`src/rtl/nn_seq_pkg.sv`:
```
// -----------------------------------------------------------------------------
// nn_seq_pkg
// Shared definitions for the neural op program sequencer:
//   - default field / address / loop widths and watchdog limit
//   - opcode enumeration (NOP..LOOP) and sequencer state enumeration
//   - instruction-word width derivation and a generic field-slice helper
// -----------------------------------------------------------------------------
package nn_seq_pkg;

  localparam int OP_SIZE_DEF        = 4;
  localparam int PARAM_A_SIZE_DEF   = 4;
  localparam int PARAM_B_SIZE_DEF   = 4;
  localparam int ADDR_W_DEF         = 8;
  localparam int LOOP_W_DEF         = 8;
  localparam int TIMEOUT_CYCLES_DEF = 1024;

  typedef enum logic [3:0] {
    OP_NOP     = 4'd0,
    OP_ACT     = 4'd1,
    OP_DENSE   = 4'd2,
    OP_COST    = 4'd3,
    OP_HALT    = 4'd4,
    OP_SETLOOP = 4'd5,
    OP_LOOP    = 4'd6
  } opcode_e;

  typedef enum logic [2:0] {
    ST_IDLE      = 3'd0,
    ST_FETCH     = 3'd1,
    ST_DECODE    = 3'd2,
    ST_ISSUE     = 3'd3,
    ST_WAIT_DONE = 3'd4,
    ST_HALT      = 3'd5
  } state_e;

  // Instruction word = opcode | param A | param B, opcode in the MSBs.
  function automatic int code_w(input int op_w, input int a_w, input int b_w);
    return op_w + a_w + b_w;
  endfunction

  // Extract `width` bits starting at bit `lsb`; callers size-cast the result.
  function automatic logic [63:0] field_slice(input logic [63:0] code,
                                              input int lsb,
                                              input int width);
    logic [63:0] mask;
    mask = (64'd1 << width) - 64'd1;
    return (code >> lsb) & mask;
  endfunction

endpackage

```
`src/rtl/nn_op_fields.sv`:
```
// -----------------------------------------------------------------------------
// nn_op_fields
// Registered splitter for an instruction word. When load_i is high the word is
// split into opcode / act_type / dense_type / cost_type registers; otherwise
// the registers hold. All fields reset to 0.
// Ports:
//   clk, rst_n   clock, asynchronous active-low reset
//   load_i       capture code_i this cycle
//   code_i       instruction word (opcode in the MSBs)
//   op_o         opcode field
//   act_o        param A field (just below the opcode)
//   dense_o      param B field (LSBs)
//   cost_o       param A and param B together (LSBs)
// -----------------------------------------------------------------------------
module nn_op_fields
  import nn_seq_pkg::*;
#(
  parameter int OP_SIZE      = OP_SIZE_DEF,
  parameter int PARAM_A_SIZE = PARAM_A_SIZE_DEF,
  parameter int PARAM_B_SIZE = PARAM_B_SIZE_DEF
) (
  input  logic                                      clk,
  input  logic                                      rst_n,
  input  logic                                      load_i,
  input  logic [OP_SIZE+PARAM_A_SIZE+PARAM_B_SIZE-1:0] code_i,
  output logic [OP_SIZE-1:0]                        op_o,
  output logic [PARAM_A_SIZE-1:0]                   act_o,
  output logic [PARAM_B_SIZE-1:0]                   dense_o,
  output logic [PARAM_A_SIZE+PARAM_B_SIZE-1:0]      cost_o
);

  localparam int CODE_W = code_w(OP_SIZE, PARAM_A_SIZE, PARAM_B_SIZE);
  localparam int COST_W = PARAM_A_SIZE + PARAM_B_SIZE;

  logic [OP_SIZE-1:0]      op_q,    op_d;
  logic [PARAM_A_SIZE-1:0] act_q,   act_d;
  logic [PARAM_B_SIZE-1:0] dense_q, dense_d;
  logic [COST_W-1:0]       cost_q,  cost_d;

  // Next-state: slice the incoming word on load, otherwise hold.
  always_comb begin
    op_d    = op_q;
    act_d   = act_q;
    dense_d = dense_q;
    cost_d  = cost_q;
    if (load_i) begin
      op_d    = OP_SIZE'(field_slice(64'(code_i), CODE_W - OP_SIZE, OP_SIZE));
      act_d   = PARAM_A_SIZE'(field_slice(64'(code_i), PARAM_B_SIZE, PARAM_A_SIZE));
      dense_d = PARAM_B_SIZE'(field_slice(64'(code_i), 0, PARAM_B_SIZE));
      cost_d  = COST_W'(field_slice(64'(code_i), 0, COST_W));
    end else begin
      op_d    = op_q;
      act_d   = act_q;
      dense_d = dense_q;
      cost_d  = cost_q;
    end
  end

  // Field registers.
  always_ff @(posedge clk or negedge rst_n) begin
    if (!rst_n) begin
      op_q    <= {OP_SIZE{1'b0}};
      act_q   <= {PARAM_A_SIZE{1'b0}};
      dense_q <= {PARAM_B_SIZE{1'b0}};
      cost_q  <= {COST_W{1'b0}};
    end else begin
      op_q    <= op_d;
      act_q   <= act_d;
      dense_q <= dense_d;
      cost_q  <= cost_d;
    end
  end

  assign op_o    = op_q;
  assign act_o   = act_q;
  assign dense_o = dense_q;
  assign cost_o  = cost_q;

endmodule

```
`src/rtl/nn_op_sequencer.sv`:
```
// -----------------------------------------------------------------------------
// nn_op_sequencer
// Program sequencer for the neural op datapath. Fetches instruction words,
// executes control ops (NOP, HALT, SETLOOP, LOOP) internally and offers compute
// ops (ACT, DENSE, COST) to the execution units over valid/ready, then waits
// for exec_done before moving on.
// Ports:
//   clk, rst_n        clock, asynchronous active-low reset
//   start             pulse: run program from address 0 (ignored while busy)
//   busy / done       running / one-cycle pulse on HALT
//   error             sticky: illegal opcode, pc overflow or watchdog timeout
//   imem_rd/addr/data program memory read, data valid one cycle after imem_rd
//   exec_valid/ready  compute op handshake
//   exec_op/act_type/dense_type/cost_type  fields of the offered op
//   exec_done         pulse: issued op complete
// Build option: define NN_SEQ_WATCHDOG_EN to abort ops that stall for
// TIMEOUT_CYCLES cycles in ISSUE or WAIT_DONE.
// -----------------------------------------------------------------------------
module nn_op_sequencer
  import nn_seq_pkg::*;
#(
  parameter int OP_SIZE        = OP_SIZE_DEF,
  parameter int PARAM_A_SIZE   = PARAM_A_SIZE_DEF,
  parameter int PARAM_B_SIZE   = PARAM_B_SIZE_DEF,
  parameter int ADDR_W         = ADDR_W_DEF,
  parameter int LOOP_W         = LOOP_W_DEF,
  parameter int TIMEOUT_CYCLES = TIMEOUT_CYCLES_DEF
) (
  input  logic                                         clk,
  input  logic                                         rst_n,
  input  logic                                         start,
  output logic                                         busy,
  output logic                                         done,
  output logic                                         error,
  output logic                                         imem_rd,
  output logic [ADDR_W-1:0]                            imem_addr,
  input  logic [OP_SIZE+PARAM_A_SIZE+PARAM_B_SIZE-1:0] imem_data,
  output logic                                         exec_valid,
  input  logic                                         exec_ready,
  output logic [OP_SIZE-1:0]                           exec_op,
  output logic [PARAM_A_SIZE-1:0]                      exec_act_type,
  output logic [PARAM_B_SIZE-1:0]                      exec_dense_type,
  output logic [PARAM_A_SIZE+PARAM_B_SIZE-1:0]         exec_cost_type,
  input  logic                                         exec_done
);

  localparam int CODE_W = code_w(OP_SIZE, PARAM_A_SIZE, PARAM_B_SIZE);
  localparam int COST_W = PARAM_A_SIZE + PARAM_B_SIZE;

  localparam logic [OP_SIZE-1:0] L_NOP     = OP_SIZE'(OP_NOP);
  localparam logic [OP_SIZE-1:0] L_ACT     = OP_SIZE'(OP_ACT);
  localparam logic [OP_SIZE-1:0] L_DENSE   = OP_SIZE'(OP_DENSE);
  localparam logic [OP_SIZE-1:0] L_COST    = OP_SIZE'(OP_COST);
  localparam logic [OP_SIZE-1:0] L_HALT    = OP_SIZE'(OP_HALT);
  localparam logic [OP_SIZE-1:0] L_SETLOOP = OP_SIZE'(OP_SETLOOP);
  localparam logic [OP_SIZE-1:0] L_LOOP    = OP_SIZE'(OP_LOOP);

  localparam logic [ADDR_W-1:0] PC_ZERO   = {ADDR_W{1'b0}};
  localparam logic [ADDR_W-1:0] PC_ONE    = ADDR_W'(1'b1);
  localparam logic [ADDR_W-1:0] PC_MAX    = {ADDR_W{1'b1}};
  localparam logic [LOOP_W-1:0] LOOP_ZERO = {LOOP_W{1'b0}};
  localparam logic [LOOP_W-1:0] LOOP_ONE  = LOOP_W'(1'b1);

  state_e              state_q, state_d;
  logic [ADDR_W-1:0]   pc_q, pc_d;
  logic [LOOP_W-1:0]   loop_cnt_q, loop_cnt_d;
  logic                error_q, error_d;
  logic                busy_q, done_q, imem_rd_q, exec_valid_q;
  logic [ADDR_W-1:0]   imem_addr_q;

  logic [OP_SIZE-1:0]  op_raw_s;
  logic [COST_W-1:0]   cost_raw_s;
  state_e              adv_state_s;
  logic [ADDR_W-1:0]   adv_pc_s;
  logic                adv_err_s;
  logic                fields_load_s;
  logic                wd_expired_s;

  // Raw decode of the word on imem_data (valid in DECODE); control ops use
  // these directly so the exec_* registers keep the last issued op.
  always_comb begin
    op_raw_s   = OP_SIZE'(field_slice(64'(imem_data), CODE_W - OP_SIZE, OP_SIZE));
    cost_raw_s = COST_W'(field_slice(64'(imem_data), 0, COST_W));
  end

  // Sequential advance: pc++ unless that would wrap, which is an error.
  always_comb begin
    if (pc_q == PC_MAX) begin
      adv_state_s = ST_HALT;
      adv_pc_s    = pc_q;
      adv_err_s   = 1'b1;
    end else begin
      adv_state_s = ST_FETCH;
      adv_pc_s    = pc_q + PC_ONE;
      adv_err_s   = 1'b0;
    end
  end

`ifdef NN_SEQ_WATCHDOG_EN
  localparam int WD_W = $clog2(TIMEOUT_CYCLES + 1);
  logic [WD_W-1:0] wd_cnt_q, wd_cnt_d;
  logic            wd_stall_s;

  // Watchdog: counts consecutive stalled cycles in ISSUE / WAIT_DONE.
  always_comb begin
    wd_stall_s   = ((state_q == ST_ISSUE) && !exec_ready) ||
                   ((state_q == ST_WAIT_DONE) && !exec_done);
    wd_expired_s = wd_stall_s && (wd_cnt_q == WD_W'(TIMEOUT_CYCLES - 1));
    if (wd_stall_s && !wd_expired_s) begin
      wd_cnt_d = wd_cnt_q + WD_W'(1'b1);
    end else begin
      wd_cnt_d = {WD_W{1'b0}};
    end
  end

  // Watchdog counter register.
  always_ff @(posedge clk or negedge rst_n) begin
    if (!rst_n) begin
      wd_cnt_q <= {WD_W{1'b0}};
    end else begin
      wd_cnt_q <= wd_cnt_d;
    end
  end
`else
  // Without the watchdog the sequencer waits indefinitely.
  always_comb begin
    wd_expired_s = 1'b0;
  end
`endif

  // Next-state logic for the sequencer FSM.
  always_comb begin
    state_d       = state_q;
    pc_d          = pc_q;
    loop_cnt_d    = loop_cnt_q;
    error_d       = error_q;
    fields_load_s = 1'b0;
    case (state_q)
      ST_IDLE: begin
        if (start) begin
          pc_d    = PC_ZERO;
          error_d = 1'b0;
          state_d = ST_FETCH;
        end else begin
          state_d = ST_IDLE;
        end
      end
      ST_FETCH: begin
        state_d = ST_DECODE;
      end
      ST_DECODE: begin
        case (op_raw_s)
          L_NOP: begin
            state_d = adv_state_s;
            pc_d    = adv_pc_s;
            error_d = error_q | adv_err_s;
          end
          L_SETLOOP: begin
            loop_cnt_d = LOOP_W'(cost_raw_s);
            state_d    = adv_state_s;
            pc_d       = adv_pc_s;
            error_d    = error_q | adv_err_s;
          end
          L_LOOP: begin
            if (loop_cnt_q != LOOP_ZERO) begin
              loop_cnt_d = loop_cnt_q - LOOP_ONE;
              pc_d       = ADDR_W'(cost_raw_s);
              state_d    = ST_FETCH;
            end else begin
              state_d = adv_state_s;
              pc_d    = adv_pc_s;
              error_d = error_q | adv_err_s;
            end
          end
          L_HALT: begin
            state_d = ST_HALT;
          end
          L_ACT, L_DENSE, L_COST: begin
            fields_load_s = 1'b1;
            state_d       = ST_ISSUE;
          end
          default: begin
            error_d = 1'b1;
            state_d = ST_HALT;
          end
        endcase
      end
      ST_ISSUE: begin
        if (exec_ready) begin
          state_d = ST_WAIT_DONE;
        end else if (wd_expired_s) begin
          error_d = 1'b1;
          state_d = ST_HALT;
        end else begin
          state_d = ST_ISSUE;
        end
      end
      ST_WAIT_DONE: begin
        if (exec_done) begin
          state_d = adv_state_s;
          pc_d    = adv_pc_s;
          error_d = error_q | adv_err_s;
        end else if (wd_expired_s) begin
          error_d = 1'b1;
          state_d = ST_HALT;
        end else begin
          state_d = ST_WAIT_DONE;
        end
      end
      ST_HALT: begin
        state_d = ST_IDLE;
      end
      default: begin
        state_d = ST_IDLE;
      end
    endcase
  end

  // State, architectural registers and registered outputs (decoded from the
  // next state so each output lines up with the state it belongs to).
  always_ff @(posedge clk or negedge rst_n) begin
    if (!rst_n) begin
      state_q      <= ST_IDLE;
      pc_q         <= PC_ZERO;
      loop_cnt_q   <= LOOP_ZERO;
      error_q      <= 1'b0;
      busy_q       <= 1'b0;
      done_q       <= 1'b0;
      imem_rd_q    <= 1'b0;
      imem_addr_q  <= PC_ZERO;
      exec_valid_q <= 1'b0;
    end else begin
      state_q      <= state_d;
      pc_q         <= pc_d;
      loop_cnt_q   <= loop_cnt_d;
      error_q      <= error_d;
      busy_q       <= (state_d != ST_IDLE) && (state_d != ST_HALT);
      done_q       <= (state_d == ST_HALT);
      imem_rd_q    <= (state_d == ST_FETCH);
      imem_addr_q  <= (state_d == ST_FETCH) ? pc_d : imem_addr_q;
      exec_valid_q <= (state_d == ST_ISSUE);
    end
  end

  nn_op_fields #(
    .OP_SIZE      (OP_SIZE),
    .PARAM_A_SIZE (PARAM_A_SIZE),
    .PARAM_B_SIZE (PARAM_B_SIZE)
  ) u_fields (
    .clk     (clk),
    .rst_n   (rst_n),
    .load_i  (fields_load_s),
    .code_i  (imem_data),
    .op_o    (exec_op),
    .act_o   (exec_act_type),
    .dense_o (exec_dense_type),
    .cost_o  (exec_cost_type)
  );

  assign busy       = busy_q;
  assign done       = done_q;
  assign error      = error_q;
  assign imem_rd    = imem_rd_q;
  assign imem_addr  = imem_addr_q;
  assign exec_valid = exec_valid_q;

endmodule

```
`config.mk`:
```
export PLATFORM = sky130hd
export DESIGN_NAME = nn_op_sequencer
export DESIGN_NICKNAME = d
export VERILOG_FILES = /design/src/rtl/nn_seq_pkg.sv /design/src/rtl/nn_op_fields.sv /design/src/rtl/nn_op_sequencer.sv
export SDC_FILE = /design/constraint.sdc
export NUM_CORES = 1
export LEC_CHECK = 0
export ABC_AREA = 1
export BUFFER_PORTS_ARGS = -buffer_cell sky130_fd_sc_hd__buf_4
export CORE_MARGIN = 5
export CORE_UTILIZATION = 25
export DETAILED_ROUTE_END_ITERATION = 10
export GPL_TIMING_DRIVEN = 0
export PLACE_DENSITY = 0.49
export SKIP_CTS_REPAIR_TIMING = 1
export SLEW_MARGIN = 15
export SYNTH_ARGS = -nofsm -noshare
export SYNTH_HDL_FRONTEND = slang
export SYNTH_SLANG_ARGS = --single-unit
```
`constraint.sdc`:
```
create_clock -name clk -period 2.3 [get_ports clk]
set_input_delay 0.115 -clock clk [delete_from_list [all_inputs] [get_ports clk]]
set_output_delay 0.115 -clock clk [all_outputs]
set_load 0.05 [all_outputs]
```
---- After elaboration in Yosys (flattened, before gate mapping) ----
Index checks and enable logic that the tools add are counted.
word-level totals
  logic and storage cells ................. 71
  input port bits ......................... 17
  bits in latches ......................... 0
  RAM bits ................................ 0
  register bits ........................... 52
  memories ................................ 0
  ROM bits ................................ 0
  output and inout port bits .............. 33
operators by class
  equal/unequal tests ..................... 20
  reductions and logical operators ........ 12
  $add $sub $neg .......................... 2
  shift operators ......................... 0
  multiplexer cells ....................... 23
  bitwise gates (word level) .............. 1
  magnitude comparators ................... 0
  multipliers ............................. 0
  divide/modulo/power cells ............... 0
operators by type and width
  kind                 count
  $mux 8               5
  $pmux 8 s2           2
  $pmux 8 s3           1
  $pmux 3 s5           1
  $eq 4x3->1 const B   3
  $mux 3               4
  $eq 3x2->1 const B   3
  $pmux 3 s3           1
  $add 8x1->8 const B  1
  $eq 4x2->1 const B   2
  $eq 8x8->1 const B   1
  $ne 2x2->1 const B   4
  $reduce_bool 8->1    1
  $sub 8x1->8 const B  1
  $mux 1               7
  $eq 3x1->1 const B   2
  $eq 3x3->1 const B   2
  $ne 3x3->1 const B   2
  $pmux 1 s3           2
  $reduce_bool 3->1    2
  $reduce_and 5->1     1
  $eq 4x1->1 const B   1
  $logic_not 4->1      1
  $reduce_or 4->1      1
  7 further kinds      7

---- Logic depth before layout (Yosys ltp) ----
Gate-level depths: netlist of the first run.
  depth in word-level cells ............... 7
  depth in mapped cells ................... 14
  gate-level depth less buffers ........... 13

---- By module ----
Synthesis of the first run repeated with hierarchy kept, for this count alone.
unflattened totals
  cell total of the unflattened synthesis .. 394
  area total of the unflattened synthesis .. 2872.8 sq um
modules (own cells, without submodules)
  module           area an instance (sq um)  cells an instance  seq. area each (sq um)  times used
  nn_op_sequencer  2354.8                    335                800.8                   1
  nn_op_fields     518.0                     59                 300.3                   1

---- Worst setup path after synthesis of the first run ----
OpenSTA, ideal clock, no wires.
  kind .................................... flip-flop to flip-flop
  from .................................... register loop_cnt_q[0]
  to ...................................... register imem_addr_q[3], in the netlist imem_addr[3]
  slack ................................... 675 ps
  arrival ................................. 1507 ps
  data required time ...................... 2182 ps
  library setup time ...................... 118 ps
  cell stages (with the launch flop) ...... 13
  buffers on the path ..................... 0
  period minus slack after synthesis ...... 1625 ps
  cells stage by stage .................... dfrtp_1 inv_1 ha_1 nor3b_1 nand2_1 nand2_1 nand2_1 nor2_1 nand2_1 nand3_2 nor2_8 nand2_1 nand2_1
on the way
  word-level cells in the longest chain between the ends .. 5
  elaborated cells on any way between the ends .. 8
  classes of those cells .................. eq/ne (1); mux (6); reduce/logical (1)
ends and longest elaborated chain
  what                    RTL line                text
  start, declared         nn_op_sequencer.sv:66   logic [LOOP_W-1:0] loop_cnt_q, loop_cnt_d;
  start signal, assigned  nn_op_sequencer.sv:235  loop_cnt_q <= loop_cnt_d;
  $reduce_bool 8->1       nn_op_sequencer.sv:165  if (loop_cnt_q != LOOP_ZERO) begin
  $mux 3                  nn_op_sequencer.sv:165
  $pmux 3 s3              nn_op_sequencer.sv:152  case (op_raw_s)
  $pmux 3 s5              nn_op_sequencer.sv:138  case (state_q)
  named net state_d[2]    nn_op_sequencer.sv:64   state_e state_q, state_d;
  $eq 3x1->1              nn_op_sequencer.sv:240  imem_addr_q <= (state_d == ST_FETCH) ? pc_d : imem_addr_q;
  end signal, assigned    nn_op_sequencer.sv:240
  end, declared           nn_op_sequencer.sv:69   logic [ADDR_W-1:0] imem_addr_q;
The timed path passes the listed nets, and every way through them passes these cells.
A chain may end at the register's enable or synchronous reset.

---- Worst setup path after layout of the first run ----
  from .................................... register pc_q[0]
  to ...................................... register imem_addr_q[5], in the netlist imem_addr[5]
on the way
  word-level cells in the longest chain between the ends .. 6
  elaborated cells on any way between the ends .. 13
  classes of those cells .................. add/sub (1); eq/ne (2); mux (10)
ends and longest elaborated chain
  what                                                 RTL line                text
  start, declared                                      nn_op_sequencer.sv:65   logic [ADDR_W-1:0] pc_q, pc_d;
  start signal, assigned                               nn_op_sequencer.sv:234  pc_q <= pc_d;
  branches (longest 6 deep; another with $add 8x1->8)  --
Parallel ways; which one is timed is not known.

==> results by stage, run 1 <==
Global route:
- The via count of the first global-routing pass is 2444.
- The initial antenna violation count is 0.
- Entering global routing, the biggest net connects 45 pins.
- The combined global-route utilization of all metal layers is 11.5%.
- The aggregate global routing overflow is 0.
- The first-pass GRT wire length is 12.1 mm.

Setup path:
- The signal on the critical path passes through ha_1 > nand2_1 > nor2_2 > nand2_1 > buf_2 > nor2_1 > o21ai_1 > nand3_2 > nand2_1 > nand2_1.
- The critical path in this run is classified as flip-flop to flip-flop.
- The buffer and inverter count on the worst path is 1.
- For this run, the slowest stage of the critical path takes 0.43 ns.
- The critical path startpoint category is a flip-flop.
- The arrival time reported for the critical path endpoint is 2.16 ns.
- For this design, the slowest cell found on the critical path is sky130_fd_sc_hd__dfrtp_1.
- The kind of capture point of the worst setup path is a flip-flop.
- Data on the critical path is required at its endpoint by 2.49 ns.
- The critical path's most frequent cell is sky130_fd_sc_hd__nand2_1.
- The cell class contributing the biggest share of worst-path delay is simple AND/OR/NAND/NOR gates.
- The maximum fanout count along the critical path is 10.

Placed design:
- The worst setup slack after placement is 0.312 ns.
- Summing all placed instances gives a cell area of 0.00324 sq mm.
- The number of placed instances with taps included is 553.
- In this run the tool buffered the top-level ports with 49 buffer cells.
- The congestion estimate from routability-driven global placement came to 0.838.
- Detailed placement ended at an HPWL of 5.46 mm.

Floorplan:
- The height of the die is 114 microns.
- The site row count is 38.
- The die area is 0.0130 sq mm.
- During I/O placement, the number of pins put on the boundary was 50.
- Measured along the x axis, the die boundary spans 114 microns.
- For this configuration, the core starts out at a cell density of 25.2%.
- After floorplanning, the core was sized to cover 0.0107 sq mm.

Finish:
- The antenna diode count is 0.
- The net total in the final layout is 441.
- The post-route netlist has 23.0% of its cells at a drive strength greater than 1.
- The non-filler instance count after layout is 562.
- Cells fill 31.3% of the core in the end.
- The layout overhead on the synthesized area is 23.8%.
- The final design instance area without fill is 0.00334 sq mm.

STA:
- The slew of the pin with the lowest slew margin is 0.580 ns.
- The number of hold-slack violations in the final timing report is 0.
- Setup repair after global routing left no endpoint under its margin.
- The clock period could shrink to 1.97 ns.
- The final sum of negative setup slack is 0 ns.
- Setup violations remaining at the end of the flow were counted as 0.
- The final critical path takes up 85.6% of the cycle.
- The setup slack after layout is 0.332 ns.
- Hold timing on the final database bottoms out at a slack of 0.0562 ns.
- The worst pin sits at a relative slew slack of 61.3%.
- The largest clock skew in the final design is 0.00597 ns.
- The max-slew violation total from the final report came to 0.
- Based on the critical path, the design can be clocked at up to 508 MHz.

Detailed routing:
- In the routed layout, each cell is associated on average with a via count of 4.29.
- The routed design has 7.04 mm of wire.
- The mean routed wirelength per cell is 12.5 microns.
- The detailed router's first-iteration violation count is 131.
- For this run, design rule violations remaining after detail routing come to 0.
- Before antenna repair, the detailed router went through 4 iterations.
- The number of nets with antenna violations after routing is 0.
- The total number of vias is 2413.

Clock network:
- At the later pin of the worst-skew pair, clock insertion delay measures 0.29 ns.
- The cell at the root of the clock tree is sky130_fd_sc_hd__clkbuf_8.
- The maximum clock insertion buffer count is 2.
- The TritonCTS buffer count is 5.
- The H-tree was split into 2 levels.
- After clock tree synthesis, the clock-pin slew on the worst setup and hold paths is 0.08 ns.
- For this design, the sink count on the clock tree is 44.
- TritonCTS built the clock tree.

Hold path:
- The worst hold path class is primary input to flip-flop.

Synthesis:
- The Yosys step of the flow raised 0 warnings.
- A synthesized cell averages 7.42 sq um.
- The post-synthesis instance area is 0.00270 sq mm.
- The synthesized instance count is 364.
- The post-synthesis cell type count is 36.
- The post-synthesis net count is 384.
- In this run, synthesis produced a sequential element count of 44.
- After synthesis, flip-flops and latches occupy 40.8% of the total area.

Run:
- Across the run, the number of max-cap violations was 0.

Outcome:
- The flow ran to the end, and the final reports show no timing, DRC or antenna violations.

Pwr:
- The sum of internal, switching and leakage power is 4.37 mW.
- For this design the static power due to leakage is 1.74 nW.
- The largest vdd supply drop is 0.000574 V.
- The power density of the placed cells is 1310 mW/mm^2.
## tightest hold or removal path: cells and delay by family
family	cells	cell delay (ns)
simple gates	2	0.11
buf+inv	1	0.10
## registers in the layout (all words and copies together), names as in the netlist, 3 cells and up
| name | count |
|---|---|
| state_q | 3 |
| u_fields.op_o | 4 |
| imem_addr | 8 |
| u_fields.cost_o | 5 |
| pc_q | 8 |
| u_fields.dense_o | 3 |
| loop_cnt_q | 8 |
## worst paths after layout
| kind | start | to | slack (ns) | cells after the start |
|---|---|---|---|---|
| setup / recovery | pc_q[0] | imem_addr[5] | 0.33 | 10 |
| min in group asynchronous | rst_n | u_fields.op_o[2] | 0.36 | 2 |
| setup reg to reg | pc_q[0] | imem_addr[5] | 0.33 | 10 |
| hold reg to reg | imem_addr[2] | imem_addr[2] | 0.48 | 2 |
| max in group asynchronous | rst_n | loop_cnt_q[7] | 1.55 | 2 |
| hold / removal | imem_data[0] | u_fields.dense_o[0] | 0.06 | 3 |
## kinds of logic after synthesis
group           count (synthesis)  synth area share, %
fa+ha+maj                       3                 1.39
buf+inv                        63                 10.6
xor+xnor                        4                 1.30
simple gates                  198                 34.5
compound gates                 52                 11.4
flops                          44                 40.8
## area by class of cell
type / instances / area (sq um)
tap: 140 / 175
timing repair buffer: 50 / 378
inverter: 48 / 183
sequential: 44 / 1100
clock buffer: 8 / 90.1
multi-input combinational: 257 / 1310
buffer: 15 / 104
fill: 1168 / 7350
## layout by cell type, fill, tap and decap left out, types with 2 or more instances in the layout
cell type / count
sky130_fd_sc_hd__nor2_1: 27
sky130_fd_sc_hd__nand3b_1: 2
sky130_fd_sc_hd__o22ai_1: 3
sky130_fd_sc_hd__nand2_1: 121
sky130_fd_sc_hd__a21oi_1: 11
sky130_fd_sc_hd__xor2_1: 4
sky130_fd_sc_hd__buf_2: 2
sky130_fd_sc_hd__ha_1: 3
sky130_fd_sc_hd__inv_1: 38
sky130_fd_sc_hd__clkbuf_1: 4
sky130_fd_sc_hd__o21ai_1: 4
sky130_fd_sc_hd__nand3_2: 2
sky130_fd_sc_hd__nor2_8: 4
sky130_fd_sc_hd__o211ai_1: 3
sky130_fd_sc_hd__inv_2: 9
sky130_fd_sc_hd__o21ai_0: 21
sky130_fd_sc_hd__nand4_1: 4
sky130_fd_sc_hd__a22oi_1: 5
sky130_fd_sc_hd__nand2_2: 2
sky130_fd_sc_hd__nand2_4: 2
sky130_fd_sc_hd__buf_4: 59
sky130_fd_sc_hd__nand3_1: 25
sky130_fd_sc_hd__clkbuf_8: 6
sky130_fd_sc_hd__nor2_2: 4
sky130_fd_sc_hd__dfrtp_1: 44
## Yosys cell counts (all sizes together)
cell	n	area share, %
ha	3	1.4
nand4	4	0.93
buf	13	3.6
nor3	2	0.97
nand3b	2	0.56
o211ai	3	0.83
a22o	1	0.32
o21bai	1	0.28
o22ai	3	0.70
a21oi	13	3.0
clkbuf	2	0.28
nand3	27	5.4
o21ai	25	4.6
inv	48	6.8
xor2	4	1.3
and3	1	0.23
nor3b	1	0.28
a22oi	5	1.4
a21boi	1	0.28
dfrtp	44	41
nand2	125	18
nor2	36	8.1
## power breakdown
part / internal, mW / switching [mW]
clock network: 0.246 / 0.264
logic: 0.795 / 1.76
registers: 1.08 / 0.222
total: 2.12 / 2.25
## routing by layer
metal	wire, microns	vias up	global-route usage [%]
li1	-	1260	-
met1	3420	1114	15.3
met2	3320	32	19.0
met3	222	7	2.33
met4	83	0	2.93
met5	0	-	0
Note: power is estimated with default switching activity, not from simulation.
==> inputs of run 2 (changes only) <==
--- a/config.mk
+++ b/config.mk
@@ -12,8 +12,10 @@
 export DETAILED_ROUTE_END_ITERATION = 10
 export GPL_TIMING_DRIVEN = 0
 export PLACE_DENSITY = 0.49
+export REMOVE_ABC_BUFFERS = 1
 export SKIP_CTS_REPAIR_TIMING = 1
 export SLEW_MARGIN = 15
 export SYNTH_ARGS = -nofsm -noshare
 export SYNTH_HDL_FRONTEND = slang
+export SYNTH_HIERARCHICAL = 1
 export SYNTH_SLANG_ARGS = --single-unit
==> run 2 against run 1 <==
  * Sequential cell count unchanged
  * Setup slack worse by 0.025 ns
  * Final area increased by 3.6%
  * Maximum frequency decreased by 1.3%
  * Synthesized cell count grew 8.2%
  * Synthesized area increased by 6.4%
  * Via count grew 8.5%
  * Clock power increased by 42%
  * Critical path depth fell by 4
  * Clock skew is 0.0010 ns lower
  * Sequential share of layout area decreased by 1.2 points
  * Clock-buffer cell count shrank 3
==> results by stage, run 2 <==
Outcome:
- The flow ran to the end, and the final reports show no timing, DRC or antenna violations.

Finish:
- Compared with the post-synthesis result, the final layout area differs by 20.6%.
- The number of antenna diodes in the final layout is 0.
- The top cell types in the final layout, fill and taps aside, are sky130_fd_sc_hd__nand2_1, sky130_fd_sc_hd__buf_4, sky130_fd_sc_hd__dfrtp_1, sky130_fd_sc_hd__inv_1, sky130_fd_sc_hd__nand3_1.
- The most common cell after layout, fill and taps aside is sky130_fd_sc_hd__nand2_1.
- The share of final-layout standard cells stronger than drive strength 1 is 23.9%.
- The finished layout holds 579 standard cells, fillers aside.
- Once layout is complete, the utilization of the core stands at 30.6%.
- The net total in the final layout is 455.

Synthesis:
- Of all flip-flops after synthesis, the portion carrying an async set or reset was 100%.
- The cell with the most instances after synthesis is sky130_fd_sc_hd__nand2_1.
- The synthesis warning total is 6.
- The biggest area contributor in the post-synthesis netlist is sky130_fd_sc_hd__dfrtp_1.
- The synthesized netlist occupies a cell area of 0.00287 sq mm.
- The average cell area after synthesis is 7.29 sq um.
- After synthesis, the netlist uses 36 different library cells.
- The number of enable flip-flop cells after synthesis is 0.
- By area the synthesized netlist is led by sky130_fd_sc_hd__dfrtp_1, sky130_fd_sc_hd__nand2_1, sky130_fd_sc_hd__nand3_1.
- The portion of the post-synthesis area used by sequential elements is 38.3%.
- Counting flops and latches in the post-synthesis netlist gives 44.
- In the synthesized netlist, the number of instances is 394.
- After synthesis, the largest area contributor takes up 38.3% of total cell area.
- In the synthesized netlist the dominant register cell turns out to be sky130_fd_sc_hd__dfrtp_1.
- Sorting the synthesized cells by how often they occur yields sky130_fd_sc_hd__nand2_1, sky130_fd_sc_hd__dfrtp_1, sky130_fd_sc_hd__inv_1, sky130_fd_sc_hd__nand3_1, sky130_fd_sc_hd__nor2_1.

Setup path:
- The kind of capture point of the worst setup path is a flip-flop.
- The most critical setup path has its startpoint at state_q[0].
- In this run the critical register-to-register path is launched from state_q[0].
- Data on the critical path is required at its endpoint by 2.52 ns.
- Walking the worst path, the cells encountered are nand3b_2 > nor2_2 > a31oi_1 > nand4_1 > nand2_1 > o21ai_1.
- The slowest stage of the critical path belongs to the cell sky130_fd_sc_hd__nor2_2.
- STA puts the critical path data arrival time at 2.21 ns.
- The critical path is of the flip-flop to flip-flop type.
- The worst setup path is launched from a flip-flop.
- The largest single stage delay on the critical path is 0.59 ns.
- Along the worst path, the maximum fanout reaches 14.

Placed design:
- Routability-driven placement finished with a final weighted congestion of 0.814.
- After detailed placement, the design holds a cell count of 570.
- The count of input and output buffers is 49.
- The half-perimeter wire length after detailed placement is 5.64 mm.

Clock network:
- The maximum clock insertion buffer count is 2.
- The clock transition time at the flip-flop clock pins of the worst setup and hold paths is 0.07 ns.
- The level count of the clock H-tree is 2.
- TritonCTS built the clock tree.
- The CTS sink count is 44.
- At the later pin of the worst-skew pair, clock insertion delay measures 0.29 ns.
- The cell at the root of the clock tree is sky130_fd_sc_hd__clkbuf_16.
- The TritonCTS buffer count is 5.

Floorplan:
- From left edge to right edge, the die measures 117 microns.
- For this configuration, the core starts out at a cell density of 25.4%.
- The standard cell core area is 0.0113 sq mm.
- The count of pins on the block boundary is 50.
- The site row count is 39.
- The height of the die is 117 microns.
- The die area is 0.0137 sq mm.

Detailed routing:
- The total number of vias is 2618.
- After detailed routing, the average wire length per cell comes to 13.2 microns.
- The detailed router's first-iteration violation count is 165.
- For this run, the detailed router's first-pass iteration total came to 6.
- The number of nets with antenna violations after routing is 0.
- In the routed design, unresolved DRC markers number 0.
- The via-per-instance ratio is 4.52.
- After detailed routing, the total wire length is 7.67 mm.

Global route:
- Entering global routing, the biggest net connects 45 pins.
- The first-pass GRT wire length is 12.5 mm.
- In the global route stage, overall resource usage came out at 11.4%.
- Global routing finished with a remaining overflow of 0.
- The initial antenna violation count came to 0.
- The via count of the first global-routing pass is 2501.

Pwr:
- In this run the power density over the cells is 1340 mW/mm^2.
- Across the VDD grid, the largest voltage drop is 0.000637 V.
- Summed over all cells, the static leakage comes to 1.77 nW.

Hold path:
- In this run the worst hold path is classified as primary input to flip-flop.
- The worst hold path begins at imem_data[4].

STA:
- The number of hold-slack violations in the final timing report is 0.
- The headroom to the max-slew limit is 50.9%.
- The worst path in the final design needs a cycle of 1.99 ns, including I/O delays and setup.
- The share of the cycle needed by the critical path after routing is 86.7%.
- The highest attainable clock frequency is 502 MHz.
- Clock skew on the completed layout was measured at 0.00497 ns.
- Setup repair after global routing left no endpoint under its margin.
- The max-slew violation total from the final report is 0.
- Setup violations remaining at the end of the flow were counted as 0.
- For the pin with the worst max-slew slack, the measured transition is 0.728 ns.

Run:
- The number of max-cap violations is 0.
## run 2: changes by cell type in the layout (fill, tap and decap cells not counted), sizes merged, moves of 3 or more
cell,previous run,this run
nand3,27,42
nand2,125,156
clkinv,0,3
buf,62,49
a21oi,13,7
inv,48,41
clkbuf,10,5
## run 2: stage by stage
step                power [mW]    TNS, ns  hold WS, ns  setup slack (ns)  cell area, sq um
floorplan                 3.19          0       -0.181             0.544              2760
global placement          3.94          0        0.167            0.0134              3300
detailed placement        3.97  -0.000145        0.176         -0.000145              3300
CTS                       4.73    -0.0384       -0.144           -0.0150              3450
global route              4.99          0       0.0668             0.123              3460
finish                    4.66          0       0.0563             0.306              3460
## run 2: cells by family after synthesis
| logic type | count (synthesis) | synth area share, % |
|---|---|---|
| AO/OA/AOI/OAI | 43 | 8.89 |
| XOR/XNOR | 2 | 0.610 |
| adder cells (fa/ha/maj) | 3 | 1.31 |
| buffers and inverters | 59 | 9.71 |
| AND/OR/NAND/NOR | 243 | 41.2 |
| flip-flops | 44 | 38.3 |
## run 2: power by group
part / switching, mW / internal, mW / leakage [nW]
clock network: 0.322 / 0.405 / 0.0660
logic: 1.82 / 0.747 / 1.14
registers: 0.274 / 1.09 / 0.568
total: 2.42 / 2.24 / 1.77
## run 2: area by class of cell
class                   instances  area (sq um)
multi-input cells             291          1500
well taps                     143           179
clock inverters                 3          23.8
repair buffers                 50           378
inverters                      43           163
flip-flops and latches         44          1100
fillers                      1253          7860
clock buffers                   5           125
## run 2: final timing paths
path                                     endpoint  slack [ns]  depth (start not counted)
min in group asynchronous           loop_cnt_q[3]        0.38                          2
worst max register to register              error        0.31                          6
max in group asynchronous            imem_addr[3]        1.51                          2
worst max-delay path                        error        0.31                          6
worst min register to register   u_fields/op_o[2]        0.47                          2
worst min-delay path            u_fields/act_o[0]        0.06                          3
## run 2: layer usage
metal	wire (microns)	GRT usage [%]
met1	3700	16.1
met2	3560	18.4
met3	335	1.44
met4	68	3.36
met5	0	0
## run 2: critical path: cells and delay by family (launching register included)
kind	cells	cell delay, ns
AO/OA/AOI/OAI	2	0.22
AND/OR/NAND/NOR	4	1.28
flip-flops	1	0.42
==> inputs of run 3 (changes only) <==
--- a/config.mk
+++ b/config.mk
@@ -11,7 +11,6 @@
 export CORE_UTILIZATION = 25
 export DETAILED_ROUTE_END_ITERATION = 10
 export GPL_TIMING_DRIVEN = 0
-export PLACE_DENSITY = 0.49
 export REMOVE_ABC_BUFFERS = 1
 export SKIP_CTS_REPAIR_TIMING = 1
 export SLEW_MARGIN = 15
==> run 3 against run 2 <==
  * Clock-buffer cell count increased by 1
  * Clock power increased by 19%
  * First-iteration DRC count increased by 33%
  * Via count increased by 0.61%
  * Critical path type unchanged
==> results by stage, run 3 (synthesis gave the netlist of run 2 again) <==
Outcome:
- The run finished with clean final reports.

Setup path:
- STA classifies the critical path startpoint as a flip-flop.
- For this design, the slowest cell found on the critical path is sky130_fd_sc_hd__nor2_2.
- The worst flop-to-flop path startpoint is state_q[0].
- The delay of the slowest cell on the worst path is 0.62 ns.
- Counting cells, the worst reg-to-reg path comes to 5.
- The maximum fanout count along the critical path is 14.
- Counting stages on the worst path, the most repeated cell is sky130_fd_sc_hd__nand2_1.
- For the worst setup path, the data arrival time is 2.23 ns.
- The kind of capture point of the worst setup path is a flip-flop.
- In this run the critical register-to-register path is captured at u_fields/op_o[0].
- The worst setup path is of the flip-flop to flip-flop kind.
- Traced cell by cell, the critical path runs through nand3b_2 > nor2_2 > inv_2 > nand2_1 > nand2_1.
- The setup slack on the worst flop-to-flop path is 0.25 ns.
- Data on the critical path is required at its endpoint by 2.48 ns.

Clock network:
- The cell at the root of the clock tree is sky130_fd_sc_hd__clkbuf_16.
- The H-tree was split into 2 levels.
- The clock latency of the later-clocked register in the worst-skew pair is 0.29 ns.
- TritonCTS built the clock tree.
- The clock passes through at most 2 buffers.
- The clock transition time at the flip-flop clock pins of the worst setup and hold paths is 0.07 ns.
- The CTS sink count is 44.
- Clock tree synthesis inserted a total of 5 buffers.

Finish:
- For this run, the share of the core covered by cells in the final layout is 30.9%.
- The net total in the final layout is 455.
- The non-filler instance count after layout is 579.
- The post-route netlist has 23.9% of its cells at a drive strength greater than 1.
- The number of antenna diodes in the final layout is 0.
- Compared with the post-synthesis result, the final layout area differs by 21.6%.
- Leaving out fill and tap cells, the most frequent cells in the layout are sky130_fd_sc_hd__nand2_1, sky130_fd_sc_hd__buf_4, sky130_fd_sc_hd__dfrtp_1, sky130_fd_sc_hd__inv_1, sky130_fd_sc_hd__nand3_1.
- The library cell used most frequently in the layout, excluding fill and tap cells, is sky130_fd_sc_hd__nand2_1.

Detailed routing:
- For this block, the initial DRC count from the detailed router was 219.
- The total routed wirelength is 7.63 mm.
- The first detailed-routing pass took 5 iterations.
- The residual DRC count is 0.
- Detailed routing inserted a total of 2634 vias.
- The count of nets left with antenna violations once routing finished came out at 0.
- After detailed routing, the average wire length per cell comes to 13.2 microns.
- Using the TritonRoute via totals, the vias-per-cell ratio works out to 4.55.

STA:
- The count of endpoints failing setup in the final report is 0.
- Setup repair after global routing left no endpoint under its margin.
- The number of hold-slack violations in the final timing report is 0.
- The share of the cycle needed by the critical path after routing is 89.0%.
- The max-slew violation total from the final report is 0.
- On the final layout, the worst clock skew is 0.00647 ns.
- For this run, the top clock speed supported by timing is 489 MHz.
- The slew of the pin with the lowest slew margin is 0.735 ns.
- The minimum period implied by the final worst setup slack is 2.05 ns.
- The setup slack after layout is 0.254 ns.
- The worst pin sits at a relative slew slack of 50.5%.

Hold path:
- The worst hold path terminates at u_fields/cost_o[0].
- The number of cells on the worst hold path is 3.
- The path class of the tightest hold or removal check is primary input to flip-flop.
- The worst hold path begins at imem_data[0].

Pwr:
- IR analysis of the VDD net gives a maximum drop of 0.000658 V.
- The cell leakage power is 1.79 nW.
- Dividing total power by cell area gives a power density of 1380 mW/mm^2.
- The sum of internal, switching and leakage power is 4.81 mW.

Placed design:
- The number of placed instances, taps included, is 570.
- The worst setup slack after placement is -0.0466 ns.
- Detailed placement ended at an HPWL of 5.59 mm.
- The weighted congestion reported at the end of routability-driven placement is 0.855.
- The count of input and output buffers is 49.

Global route:
- The initial antenna violation count is 0.
- Global routing finished with a remaining overflow of 0.
- The first-pass GRT wire length is 12.7 mm.
- In the global route stage, overall resource usage came out at 11.6%.
- The via count of the first global-routing pass came to 2612.
- Entering global routing, the biggest net connects 45 pins.

Run:
- Max-cap violations in this run came to 0.

Floorplan:
- The initial core utilization is 25.4%.
- The floorplan die width is 117 microns.
- The die covers 0.0137 sq mm.
- The site row count is 39.
- The height of the die is 117 microns.
- In this run the count of I/O pins placed on the die edge is 50.
- The standard cell core area is 0.0113 sq mm.
[run 3: area by class of cell]
class | instances | area (sq um)
clock buffer | 6 | 139
clock inverter | 2 | 38.8
fill | 1216 | 7830
inverter | 43 | 163
multi-input combinational | 291 | 1500
sequential | 44 | 1100
tap | 143 | 179
timing repair buffer | 50 | 378
[run 3: worst max-delay path, delay by kind of cell, from the launching register on]
kind                   cells  cell delay (ns)
and+or+nand+nor            4             1.26
buffers and inverters      1             0.24
DFF                        1             0.42
[run 3: through the flow]
step                cell area [sq um]  TNS (ns)  hold slack [ns]
floorplan                        2760         0           -0.181
global placement                 3300         0            0.165
detailed placement               3300    -0.275            0.176
CTS                              3480    -0.261           -0.137
global route                     3490         0           0.0614
finish                           3490         0           0.0565
[run 3: where the power goes]
group	switching, mW	internal (mW)	total, mW
Clock	0.318	0.545	0.863
Sequential	0.273	1.09	1.36
Combinational	1.84	0.747	2.59
Total	2.43	2.38	4.81
[run 3: routing by layer]
metal | vias up | global-route usage (%) | wire length [microns]
met4 | 0 | 3.52 | 68
met5 | - | 0 | 0
met2 | 57 | 18.7 | 3580
met3 | 6 | 1.54 | 355
li1 | 1333 | - | -
met1 | 1238 | 16.0 | 3620
[run 3: worst max path at each step]
stage               startpoint                 end  slack [ns]  cells past startpoint
finish              state_q[0]    u_fields/op_o[0]        0.25                      5
global route        state_q[0]    u_fields/op_o[0]        0.08                      5
CTS                 state_q[0]    u_fields/op_o[0]       -0.04                      5
detailed placement  state_q[0]    u_fields/op_o[0]       -0.05                      5
global placement    state_q[0]  u_fields/cost_o[0]        0.02                      5
floorplan           state_q[0]   u_fields/act_o[0]        0.54                      5
